--- src/rtl/ex_stage_mdu_if.sv ---
// ex_stage_mdu_if: ID/EX -> EX -> EX/MEM signal bundle for the execute stage.
// master: the ID/EX side (drives operands/control, sees stall and EX/MEM).
// slave : the execute stage itself.
// Inputs : in_valid, readd1/2, forward_a/b, wb_data, mem_data, sign_ext,
//          alu_src, reg_dst, rt, rd, alu_op, funct, reg_write_in,
//          mem_read_in, mem_write_in.
// Outputs: stall, out_valid, alu_result, store_data, write_reg, ov, zero,
//          reg_write_out, mem_read_out, mem_write_out.
interface ex_stage_mdu_if #(
  parameter int DATA_WIDTH    = 8,
  parameter int REG_DIR_WIDTH = 3
);
  logic                     in_valid;
  logic [DATA_WIDTH-1:0]    readd1, readd2, wb_data, mem_data, sign_ext;
  logic [1:0]               forward_a, forward_b;
  logic                     alu_src, reg_dst;
  logic [REG_DIR_WIDTH-1:0] rt, rd;
  logic [1:0]               alu_op;
  logic [5:0]               funct;
  logic                     reg_write_in, mem_read_in, mem_write_in;

  logic                     stall, out_valid;
  logic [DATA_WIDTH-1:0]    alu_result, store_data;
  logic [REG_DIR_WIDTH-1:0] write_reg;
  logic                     ov, zero;
  logic                     reg_write_out, mem_read_out, mem_write_out;

  modport master (
    output in_valid, readd1, readd2, wb_data, mem_data, sign_ext,
           forward_a, forward_b, alu_src, reg_dst, rt, rd, alu_op, funct,
           reg_write_in, mem_read_in, mem_write_in,
    input  stall, out_valid, alu_result, store_data, write_reg, ov, zero,
           reg_write_out, mem_read_out, mem_write_out
  );

  modport slave (
    input  in_valid, readd1, readd2, wb_data, mem_data, sign_ext,
           forward_a, forward_b, alu_src, reg_dst, rt, rd, alu_op, funct,
           reg_write_in, mem_read_in, mem_write_in,
    output stall, out_valid, alu_result, store_data, write_reg, ov, zero,
           reg_write_out, mem_read_out, mem_write_out
  );
endinterface

--- src/rtl/ex_stage_mdu.sv ---
// ex_stage_mdu: registered MIPS execute stage. Forwarding muxes, ALU,
// ALU-control decode, destination select and EX/MEM register, plus an
// iterative (shift-add, one bit per cycle) unsigned multiplier feeding
// HI/LO and read back via mfhi/mflo.
// Ports: clk (rising edge), reset (sync, active high), bus (slave side of
// ex_stage_mdu_if carrying ID/EX inputs, stall and EX/MEM outputs).
module ex_stage_mdu #(
  parameter int DATA_WIDTH    = 8,
  parameter int REG_DIR_WIDTH = 3,
  parameter int CNT_WIDTH     = $clog2(DATA_WIDTH)
) (
  input  logic          clk,
  input  logic          reset,
  ex_stage_mdu_if.slave bus
);
  localparam int W = DATA_WIDTH;

  typedef enum logic [2:0] {
    OP_ADD, OP_SUB, OP_AND, OP_OR, OP_SLT, OP_MULTU, OP_MFHI, OP_MFLO
  } op_e;
  typedef enum logic {IDLE, BUSY} state_e;

  state_e                   state, state_nxt;
  op_e                      op;
  logic [CNT_WIDTH-1:0]     cnt;
  logic [W-1:0]             a, b, b2, hi, lo, mcand;
  logic [W-1:0]             add_r, sub_r, res;
  logic [2*W-1:0]           prod, prod_nxt;
  logic [W:0]               psum;
  logic                     ov_add, ov_sub, is_ov;
  logic                     start, last, stall;

  // EX/MEM register
  logic                     q_valid, q_ov, q_zero, q_rw, q_mr, q_mw;
  logic [W-1:0]             q_res, q_sd;
  logic [REG_DIR_WIDTH-1:0] q_wr;

  // Forwarding muxes
  always_comb begin
    case (bus.forward_a)
      2'd0:    a = bus.readd1;
      2'd1:    a = bus.wb_data;
      2'd2:    a = bus.mem_data;
      default: a = '0;
    endcase
    case (bus.forward_b)
      2'd0:    b = bus.readd2;
      2'd1:    b = bus.wb_data;
      2'd2:    b = bus.mem_data;
      default: b = '0;
    endcase
  end
  assign b2 = bus.alu_src ? bus.sign_ext : b;

  // ALU control decode; unknown funct falls back to add
  always_comb begin
    op = OP_ADD;
    case (bus.alu_op)
      2'b00: op = OP_ADD;
      2'b01: op = OP_SUB;
      2'b11: op = OP_OR;
      default:
        case (bus.funct)
          6'b100010: op = OP_SUB;
          6'b100100: op = OP_AND;
          6'b100101: op = OP_OR;
          6'b101010: op = OP_SLT;
          6'b011001: op = OP_MULTU;
          6'b010000: op = OP_MFHI;
          6'b010010: op = OP_MFLO;
          default:   op = OP_ADD;
        endcase
    endcase
  end

  // ALU
  assign add_r  = a + b2;
  assign sub_r  = a - b2;
  assign ov_add = (a[W-1] == b2[W-1]) && (add_r[W-1] != a[W-1]);
  assign ov_sub = (a[W-1] != b2[W-1]) && (sub_r[W-1] != a[W-1]);

  always_comb begin
    res   = '0;
    is_ov = 1'b0;
    case (op)
      OP_ADD:  begin res = add_r; is_ov = ov_add; end
      OP_SUB:  begin res = sub_r; is_ov = ov_sub; end
      OP_AND:  res = a & b2;
      OP_OR:   res = a | b2;
      // signed less-than: sign of the difference corrected for overflow
      OP_SLT:  res = {{(W-1){1'b0}}, sub_r[W-1] ^ ov_sub};
      OP_MFHI: res = hi;
      OP_MFLO: res = lo;
      default: res = '0;
    endcase
  end

  // Multiplier step: prod = {upper accumulator, remaining multiplier bits}.
  // Add the multiplicand into the upper half when the LSB is set, then
  // shift the whole thing right keeping the carry.
  assign psum     = {1'b0, prod[2*W-1:W]} + (prod[0] ? {1'b0, mcand} : '0);
  assign prod_nxt = {psum, prod[W-1:1]};

  assign start = (state == IDLE) && bus.in_valid && (op == OP_MULTU);
  assign last  = (state == BUSY) && (cnt == CNT_WIDTH'(W-1));

  // FSM: state register
  always_ff @(posedge clk) begin
    if (reset) state <= IDLE;
    else       state <= state_nxt;
  end

  // FSM: next state
  always_comb begin
    state_nxt = state;
    case (state)
      IDLE:    if (start) state_nxt = BUSY;
      BUSY:    if (last)  state_nxt = IDLE;
      default: state_nxt = IDLE;
    endcase
  end

  // FSM: outputs. Stall covers the IDLE accept cycle plus W-1 busy cycles;
  // it drops on the final step so ID/EX advances as the multu retires.
  always_comb begin
    stall = 1'b0;
    if (!reset)
      stall = start || ((state == BUSY) && !last);
  end

  // Multiplier datapath and HI/LO
  always_ff @(posedge clk) begin
    if (reset) begin
      cnt   <= '0;
      prod  <= '0;
      mcand <= '0;
      hi    <= '0;
      lo    <= '0;
    end else if (start) begin
      mcand <= a;
      prod  <= {{W{1'b0}}, b2};
      cnt   <= '0;
    end else if (state == BUSY) begin
      prod <= prod_nxt;
      cnt  <= cnt + 1'b1;
      if (last) {hi, lo} <= prod_nxt;
    end
  end

  // EX/MEM register: normal load, multu retirement, or bubble
  always_ff @(posedge clk) begin
    if (reset || !(last || ((state == IDLE) && bus.in_valid && !start))) begin
      q_valid <= 1'b0; q_res <= '0; q_sd <= '0; q_wr <= '0;
      q_ov    <= 1'b0; q_zero <= 1'b0;
      q_rw    <= 1'b0; q_mr <= 1'b0; q_mw <= 1'b0;
    end else if (last) begin
      q_valid <= 1'b1; q_res <= '0; q_sd <= '0; q_wr <= '0;
      q_ov    <= 1'b0; q_zero <= 1'b1;
      q_rw    <= 1'b0; q_mr <= 1'b0; q_mw <= 1'b0;
    end else begin
      q_valid <= 1'b1;
      q_res   <= res;
      q_sd    <= b;
      q_wr    <= bus.reg_dst ? bus.rd : bus.rt;
      q_ov    <= is_ov;
      q_zero  <= (res == '0);
      q_rw    <= bus.reg_write_in & ~is_ov;
      q_mr    <= bus.mem_read_in;
      q_mw    <= bus.mem_write_in;
    end
  end

  assign bus.stall         = stall;
  assign bus.out_valid     = q_valid;
  assign bus.alu_result    = q_res;
  assign bus.store_data    = q_sd;
  assign bus.write_reg     = q_wr;
  assign bus.ov            = q_ov;
  assign bus.zero          = q_zero;
  assign bus.reg_write_out = q_rw;
  assign bus.mem_read_out  = q_mr;
  assign bus.mem_write_out = q_mw;
endmodule

--- src/flat_wrapper.sv ---
// flat-port wrapper written by rule: the top's interface ports become plain ports
module ex_stage_mdu_flat 
#(
  parameter int DATA_WIDTH    = 8,
  parameter int REG_DIR_WIDTH = 3,
  parameter int CNT_WIDTH     = $clog2(DATA_WIDTH)
)
  (clk, reset, bus_in_valid, bus_readd1, bus_readd2, bus_wb_data, bus_mem_data, bus_sign_ext, bus_forward_a, bus_forward_b, bus_alu_src, bus_reg_dst, bus_rt, bus_rd, bus_alu_op, bus_funct, bus_reg_write_in, bus_mem_read_in, bus_mem_write_in, bus_stall, bus_out_valid, bus_alu_result, bus_store_data, bus_write_reg, bus_ov, bus_zero, bus_reg_write_out, bus_mem_read_out, bus_mem_write_out);
  ex_stage_mdu_if #(.DATA_WIDTH(DATA_WIDTH), .REG_DIR_WIDTH(REG_DIR_WIDTH)) bus_i ();
  input  logic clk;
  input  logic reset;
  input wire logic [$bits(bus_i.in_valid)-1:0] bus_in_valid;
  input wire logic [$bits(bus_i.readd1)-1:0] bus_readd1;
  input wire logic [$bits(bus_i.readd2)-1:0] bus_readd2;
  input wire logic [$bits(bus_i.wb_data)-1:0] bus_wb_data;
  input wire logic [$bits(bus_i.mem_data)-1:0] bus_mem_data;
  input wire logic [$bits(bus_i.sign_ext)-1:0] bus_sign_ext;
  input wire logic [$bits(bus_i.forward_a)-1:0] bus_forward_a;
  input wire logic [$bits(bus_i.forward_b)-1:0] bus_forward_b;
  input wire logic [$bits(bus_i.alu_src)-1:0] bus_alu_src;
  input wire logic [$bits(bus_i.reg_dst)-1:0] bus_reg_dst;
  input wire logic [$bits(bus_i.rt)-1:0] bus_rt;
  input wire logic [$bits(bus_i.rd)-1:0] bus_rd;
  input wire logic [$bits(bus_i.alu_op)-1:0] bus_alu_op;
  input wire logic [$bits(bus_i.funct)-1:0] bus_funct;
  input wire logic [$bits(bus_i.reg_write_in)-1:0] bus_reg_write_in;
  input wire logic [$bits(bus_i.mem_read_in)-1:0] bus_mem_read_in;
  input wire logic [$bits(bus_i.mem_write_in)-1:0] bus_mem_write_in;
  output wire logic [$bits(bus_i.stall)-1:0] bus_stall;
  output wire logic [$bits(bus_i.out_valid)-1:0] bus_out_valid;
  output wire logic [$bits(bus_i.alu_result)-1:0] bus_alu_result;
  output wire logic [$bits(bus_i.store_data)-1:0] bus_store_data;
  output wire logic [$bits(bus_i.write_reg)-1:0] bus_write_reg;
  output wire logic [$bits(bus_i.ov)-1:0] bus_ov;
  output wire logic [$bits(bus_i.zero)-1:0] bus_zero;
  output wire logic [$bits(bus_i.reg_write_out)-1:0] bus_reg_write_out;
  output wire logic [$bits(bus_i.mem_read_out)-1:0] bus_mem_read_out;
  output wire logic [$bits(bus_i.mem_write_out)-1:0] bus_mem_write_out;
  assign bus_i.in_valid = bus_in_valid;
  assign bus_i.readd1 = bus_readd1;
  assign bus_i.readd2 = bus_readd2;
  assign bus_i.wb_data = bus_wb_data;
  assign bus_i.mem_data = bus_mem_data;
  assign bus_i.sign_ext = bus_sign_ext;
  assign bus_i.forward_a = bus_forward_a;
  assign bus_i.forward_b = bus_forward_b;
  assign bus_i.alu_src = bus_alu_src;
  assign bus_i.reg_dst = bus_reg_dst;
  assign bus_i.rt = bus_rt;
  assign bus_i.rd = bus_rd;
  assign bus_i.alu_op = bus_alu_op;
  assign bus_i.funct = bus_funct;
  assign bus_i.reg_write_in = bus_reg_write_in;
  assign bus_i.mem_read_in = bus_mem_read_in;
  assign bus_i.mem_write_in = bus_mem_write_in;
  assign bus_stall = bus_i.stall;
  assign bus_out_valid = bus_i.out_valid;
  assign bus_alu_result = bus_i.alu_result;
  assign bus_store_data = bus_i.store_data;
  assign bus_write_reg = bus_i.write_reg;
  assign bus_ov = bus_i.ov;
  assign bus_zero = bus_i.zero;
  assign bus_reg_write_out = bus_i.reg_write_out;
  assign bus_mem_read_out = bus_i.mem_read_out;
  assign bus_mem_write_out = bus_i.mem_write_out;
  ex_stage_mdu #(.DATA_WIDTH(DATA_WIDTH), .REG_DIR_WIDTH(REG_DIR_WIDTH), .CNT_WIDTH(CNT_WIDTH)) u_core (.clk(clk), .reset(reset), .bus(bus_i));
endmodule
--- config.mk ---
export PLATFORM = sky130hd
export DESIGN_NAME = ex_stage_mdu_flat
export DESIGN_NICKNAME = d
export VERILOG_FILES = /design/src/rtl/ex_stage_mdu_if.sv /design/src/rtl/ex_stage_mdu.sv /design/src/flat_wrapper.sv
export SDC_FILE = /design/constraint.sdc
export NUM_CORES = 1
export LEC_CHECK = 0
export CAP_MARGIN = 40
export CORE_UTILIZATION = 58
export CTS_BUF_LIST = sky130_fd_sc_hd__clkbuf_8
export CTS_CLUSTER_SIZE = 40
export DETAILED_ROUTE_END_ITERATION = 7
export PLACE_DENSITY_LB_ADDON = 0.2
export SKIP_LAST_GASP = 1
export SLEW_MARGIN = 20
export SYNTH_ARGS = -nofsm -noshare
export SYNTH_HDL_FRONTEND = slang
export SYNTH_SLANG_ARGS = --single-unit
--- constraint.sdc ---
create_clock -name clk -period 10.3 [get_ports clk]
set_input_delay 3.09 -clock clk [delete_from_list [all_inputs] [get_ports clk]]
set_output_delay 3.09 -clock clk [all_outputs]
set_load 0.01 [all_outputs]
## Word-level counts from Yosys, hierarchy flattened

Cells that the tools add are included.

| cells by class | value |
|---|---|
| add/sub/neg operators | 4 |
| equality and inequality tests | 25 |
| multiplexer cells | 17 |
| bitwise operators | 7 |
| reduce and logical (&&, ||, !) cells | 22 |

Operators with widths:

| operator | count |
|---|---|
| 8-bit case mux with 7 select lines | 1 |
| 8-bit case mux with 3 select lines | 2 |
| 8-bit 2-to-1 mux | 4 |
| 6-bit == test, second input constant | 4 |
| 3-bit case mux with 7 select lines | 1 |
| 6-bit by 5-bit == test with 1-bit output, second input constant | 3 |
| 3-bit == test, second input constant | 5 |
| 8-bit by 8-bit adder with 9-bit output | 1 |
| 3-bit case mux with 3 select lines | 1 |
| 8-bit adder | 1 |
| 8-bit bitwise AND | 1 |
| 8-bit logical NOT | 1 |
| 8-bit bitwise OR | 1 |
| 8-bit subtractor | 1 |
| 1-bit logical AND | 7 |
| 2-bit by 1-bit == test with 1-bit output, second input constant | 3 |
| 2-bit == test, second input constant | 3 |
| 3-bit by 2-bit == test with 1-bit output, second input constant | 2 |
| 2-bit logical NOT | 3 |
| 1-bit 2-to-1 mux | 5 |
| 1-bit case mux with 2 select lines | 2 |
| 2-bit OR reduction | 2 |
| 3-bit by 1-bit adder with 3-bit output, second input constant | 1 |
| 3-bit by 1-bit == test with 1-bit output, second input constant | 1 |
| 11 further kinds | 19 |

| word-level totals | value |
|---|---|
| flip-flop bits (word level) | 69 |
| word-level logic and storage cells | 91 |

## Longest topological paths before layout

| logic depth | value |
|---|---|
| word-level depth | 11 |
| mapped depth | 20 |
| mapped depth without buffers | 18 |

## Least setup slack after synthesis

No wires, ideal clock.

| path | value |
|---|---|
| path type | in2out |
| start point | input bus_funct[2] |
| end point | output bus_stall |
| arrival | 4.709 ns |
| data required time | 7.210 ns |
| slack | 2.501 ns |
| cell stages on the path | 7 |
| path buffers | 2 |
| path through | or3b_1 -> a211o_1 -> buf_2 -> nor4_4 -> buf_2 -> a21oi_1 -> nor2_1 |

| on the way | value |
|---|---|
| longest elaborated chain between the ends | 7 |
| elaborated cells between the ends (all ways) | 13 |
| those cells by class | eq/ne (8); mux (3); reduce/logical (2) |

RTL lines:

| what | line | RTL |
|---|---|---|
| start: declaration | flat_wrapper.sv:25 | `input wire logic [$bits(bus_i.funct)-1:0] bus_funct;` |
| 6-bit by 5-bit == test with 1-bit output / 6-bit == test (equally long branches) | ex_stage_mdu.sv:63 | `case (bus.funct)` |
| 3-bit case mux with 7 select lines (*) | ex_stage_mdu.sv:63 |  |
| 3-bit case mux with 3 select lines (*) | ex_stage_mdu.sv:58 | `case (bus.alu_op)` |
| 3-bit == test (*) | ex_stage_mdu.sv:104 | `assign start = (state == IDLE) && bus.in_valid && (op == OP_MULTU);` |
| 1-bit logical AND (*) | ex_stage_mdu.sv:104 |  |
| 1-bit logical OR (*) | ex_stage_mdu.sv:128 | `stall = start \|\| ((state == BUSY) && !last);` |
| 1-bit 2-to-1 mux (*) | ex_stage_mdu.sv:127 | `if (!reset)` |
| end: declaration | flat_wrapper.sv:29 | `output wire logic [$bits(bus_i.stall)-1:0] bus_stall;` |

Every way passes the cells marked *; elsewhere a longest branch is shown, timed or not.

## Worst setup path after layout

| path | value |
|---|---|
| start point | input bus_alu_op[1] |
| end point | output bus_stall |

| on the way | value |
|---|---|
| longest elaborated chain between the ends | 6 |
| elaborated cells between the ends (all ways) | 8 |
| those cells by class | eq/ne (3); mux (2); reduce/logical (3) |

RTL lines:

| what | line | RTL |
|---|---|---|
| start: declaration | flat_wrapper.sv:24 | `input wire logic [$bits(bus_i.alu_op)-1:0] bus_alu_op;` |
| 2-bit == test, or another cell as far along | ex_stage_mdu.sv:58 |  |
| 3-bit case mux with 3 select lines (*) | ex_stage_mdu.sv:58 |  |
| 3-bit == test (*) | ex_stage_mdu.sv:104 |  |
| 1-bit logical AND (*) | ex_stage_mdu.sv:104 |  |
| 1-bit logical OR (*) | ex_stage_mdu.sv:128 |  |
| 1-bit 2-to-1 mux (*) | ex_stage_mdu.sv:127 |  |

Marked as above.

==> results.toml <==
[critical_path]
cp-start-kind = "input pin"
critPathRequiredTime_ns = 7.21
worst_ep_arrival_time_ns = 5.77
cp-end-kind = "primary output"
path_class = "input pin to primary output"
path_max_fanout = 17

[power]
comb_power_share = 0.246
clock_power_share = 0.365
powerDensity_nw_per_um2 = 125
p_int_mw = 0.500
sequentialPowerShare = 0.389
netSwitchingPower_mw = 0.206
peakVddDrop_uv = 102
p_total_mw = 0.706
leakage_nw = 2.30
p_sw_frac = 0.292

[floorplan]
die_area_um2 = 8100
die_height_um = 90.0
row_count = 31
core-area_um2 = 7370
die_x_um = 90.0
ioPinCount = 92
start_util = 0.609

[placed_design]
hpwl_mm = 9.31
place_congestion = 0.911
dp.cells = 695
io_buffer_count = 91

[cts]
clk_latency_ns = 0.35
htreeDepth = 3
numCtsBuffers = 9
post_cts_buffers = 0
path_clk_slew_ns = 0.08
tritoncts = "yes"
clockRootBuffer = "clkbuf_8"
cts_resized = 0
cts.sinks = 69
clock_path_buffers = 2
hold_buffers = 0

[logic_synthesis]
synth-seq-cells = 69
synth_cells = 530
yosys_warnings = 0
syn_area_per_cell_um2 = 8.47
synth_edf_count = 0
synthesis.nets = 633
ys_top_cells_by_count = "69 x dfxtp_1, 60 x nor2_1, 50 x nand2_1"
synth_top_cell_area_share = 0.308
synth.cell_area_um2 = 4490
synth_cell_types = 61
yosys-top-cells-area = "dfxtp_1 31%, ha_1 9.2%, mux2i_1 7.4%"
synthArstFlopShare = 0
seq_area_frac_synth = 0.308
synth_top_area_cell = "dfxtp_1"
synth_ff_type = "dfxtp_1"
yosys.cell_count.top_type = "dfxtp_1"

[cells_and_area]
antenna_cells = 0
stdcell_count = 711
area_growth_pct = 26.0
finish.net_count = 710
largest_reg_flops = 16
fin_util = 0.768
regMostFlops = "u_core.prod"
drive_gt1_frac = 0.0686

[min_path]
min-delay-path-class = "flop to flop"

[global_routing]
grt_max_degree = 40
globalRouteOverflowTotal = 0
grt_pass1_vias = 4174
grt_antenna_before_repair = 0
grt_pass1_wl_mm = 20.0
grt_usage = 0.309

[detailed_routing]
drt_iter0_markers = 340
wl_per_cell_um = 17.2
ant_nets = 0
wirelength_mm = 12.2
drc_errors = 0
post_drt_via_cell_ratio = 5.93
vias = 4216
dr.pass1.iters = 6

[sta]
setup_tns_ns = 0
rsz0062_at_grt = "false"
timing.hold.ws_ns = 0.462
finalSetupViolations = 0
drv_slew = 0
maxSlewHeadroom = 0.519
clock_skew_ns = 0.0128
min_period_over_period = 0.860
worst_slew_pin_slew_ns = 0.722
max_freq_mhz = 113
hold_viol_final = 0
fin_crit_ns = 8.86

[status]
status = "finished clean"

[flow_run]
maxCapViolCount = 0
[cell usage in the layout, fill, tap and decap left out, types with 2 or more instances in the layout]
cell             Yosys  final
a221oi_1             9      9
nor4b_2              2      2
clkinv_4             0      2
a21oi_1             43     43
a31oi_1              3      3
mux2i_1             33     33
o21a_1               5      5
and2_1              14     14
or2_2                2      2
clkdlybuf4s50_1      0     91
o21ai_0             20     20
ha_1                33     33
o2111ai_1            2      2
buf_4                0      3
nor3_1               9      9
fa_1                 4      4
xnor2_1              9      9
nor2_1              60     60
inv_1               32     32
o211a_1              3      3
a21o_1               3      3
clkbuf_8             0     10
nand3_1              4      4
a211o_1              2      2
bufinv_16            0      2
dfxtp_1             69     69
a211oi_1            15     15
o211ai_1             4      4
mux2_2               8      8
nor2b_1             15     15
nand2b_1             6      6
nand2_1             50     50
and3_1               3      3
xor2_1               3      3
and4b_1              2      2
nor3b_1              9      9
[cells by family after synthesis]
kind of cell / share of synthesized area
buf+inv: 0.0535
simple gates: 0.218
mux: 0.105
xor+xnor: 0.0234
fa+ha+maj: 0.110
compound gates: 0.183
flops: 0.308
[path summary, 6_finish.rpt]
kind	from	end	slack, ns	cells past startpoint
min	u_core.lo[7]	u_core.lo[7]	0.46	2
min reg2reg	u_core.lo[7]	u_core.lo[7]	0.46	2
max	bus_alu_op[1]	bus_stall	1.44	7
max reg2reg	u_core.prod[0]	u_core.hi[6]	7.70	11
[layer usage]
metal  up-vias  routed length (µm)  track usage
met5         -                   0            0
met4         0                 393        0.151
met3        38                 817       0.0415
met2       206                5930        0.542
met1      1961                5070        0.373
li1       2011                   -            -
[area by class of cell]
class                           count  area, µm²
Multi-Input combinational cell    401       2870
Fill cell                         547       1710
Sequential cell                    69       1380
Timing Repair Buffer               94        933
Clock buffer                       10        138
Tap cell                           99        124
Inverter                           32        120
Clock inverter                      6       93.8
[per-stage QoR]
| stage | instance area (µm²) | setup slack [ns] |
|---|---|---|
| final | 5660 | 1.44 |
| after global routing | 5660 | 1.34 |
| after CTS | 5660 | 1.46 |
| after detailed placement | 5430 | 1.48 |
| after global placement | 5430 | 1.50 |
| after floorplan | 4490 | 2.50 |
[worst max-delay path, cell delays in order]
cell	delay, ns
clkdlybuf4s50_1	0.58
or3b_1	0.40
a211o_1	0.48
nor4_4	0.46
a21oi_1	0.10
nor2_1	0.11
clkdlybuf4s50_1	0.54
[power groups by stage]
stage | registers [mW] | logic (mW) | clock network (mW)
3_3_place_gp | 0.281 | 0.166 | 0
4_1_cts | 0.275 | 0.170 | 0.258
5_1_grt | 0.275 | 0.187 | 0.269
2_1_floorplan | 0.284 | 0.0994 | 0
3_5_place_dp | 0.281 | 0.169 | 0
6_report | 0.275 | 0.174 | 0.257
Power figures use the tool's default switching activity.
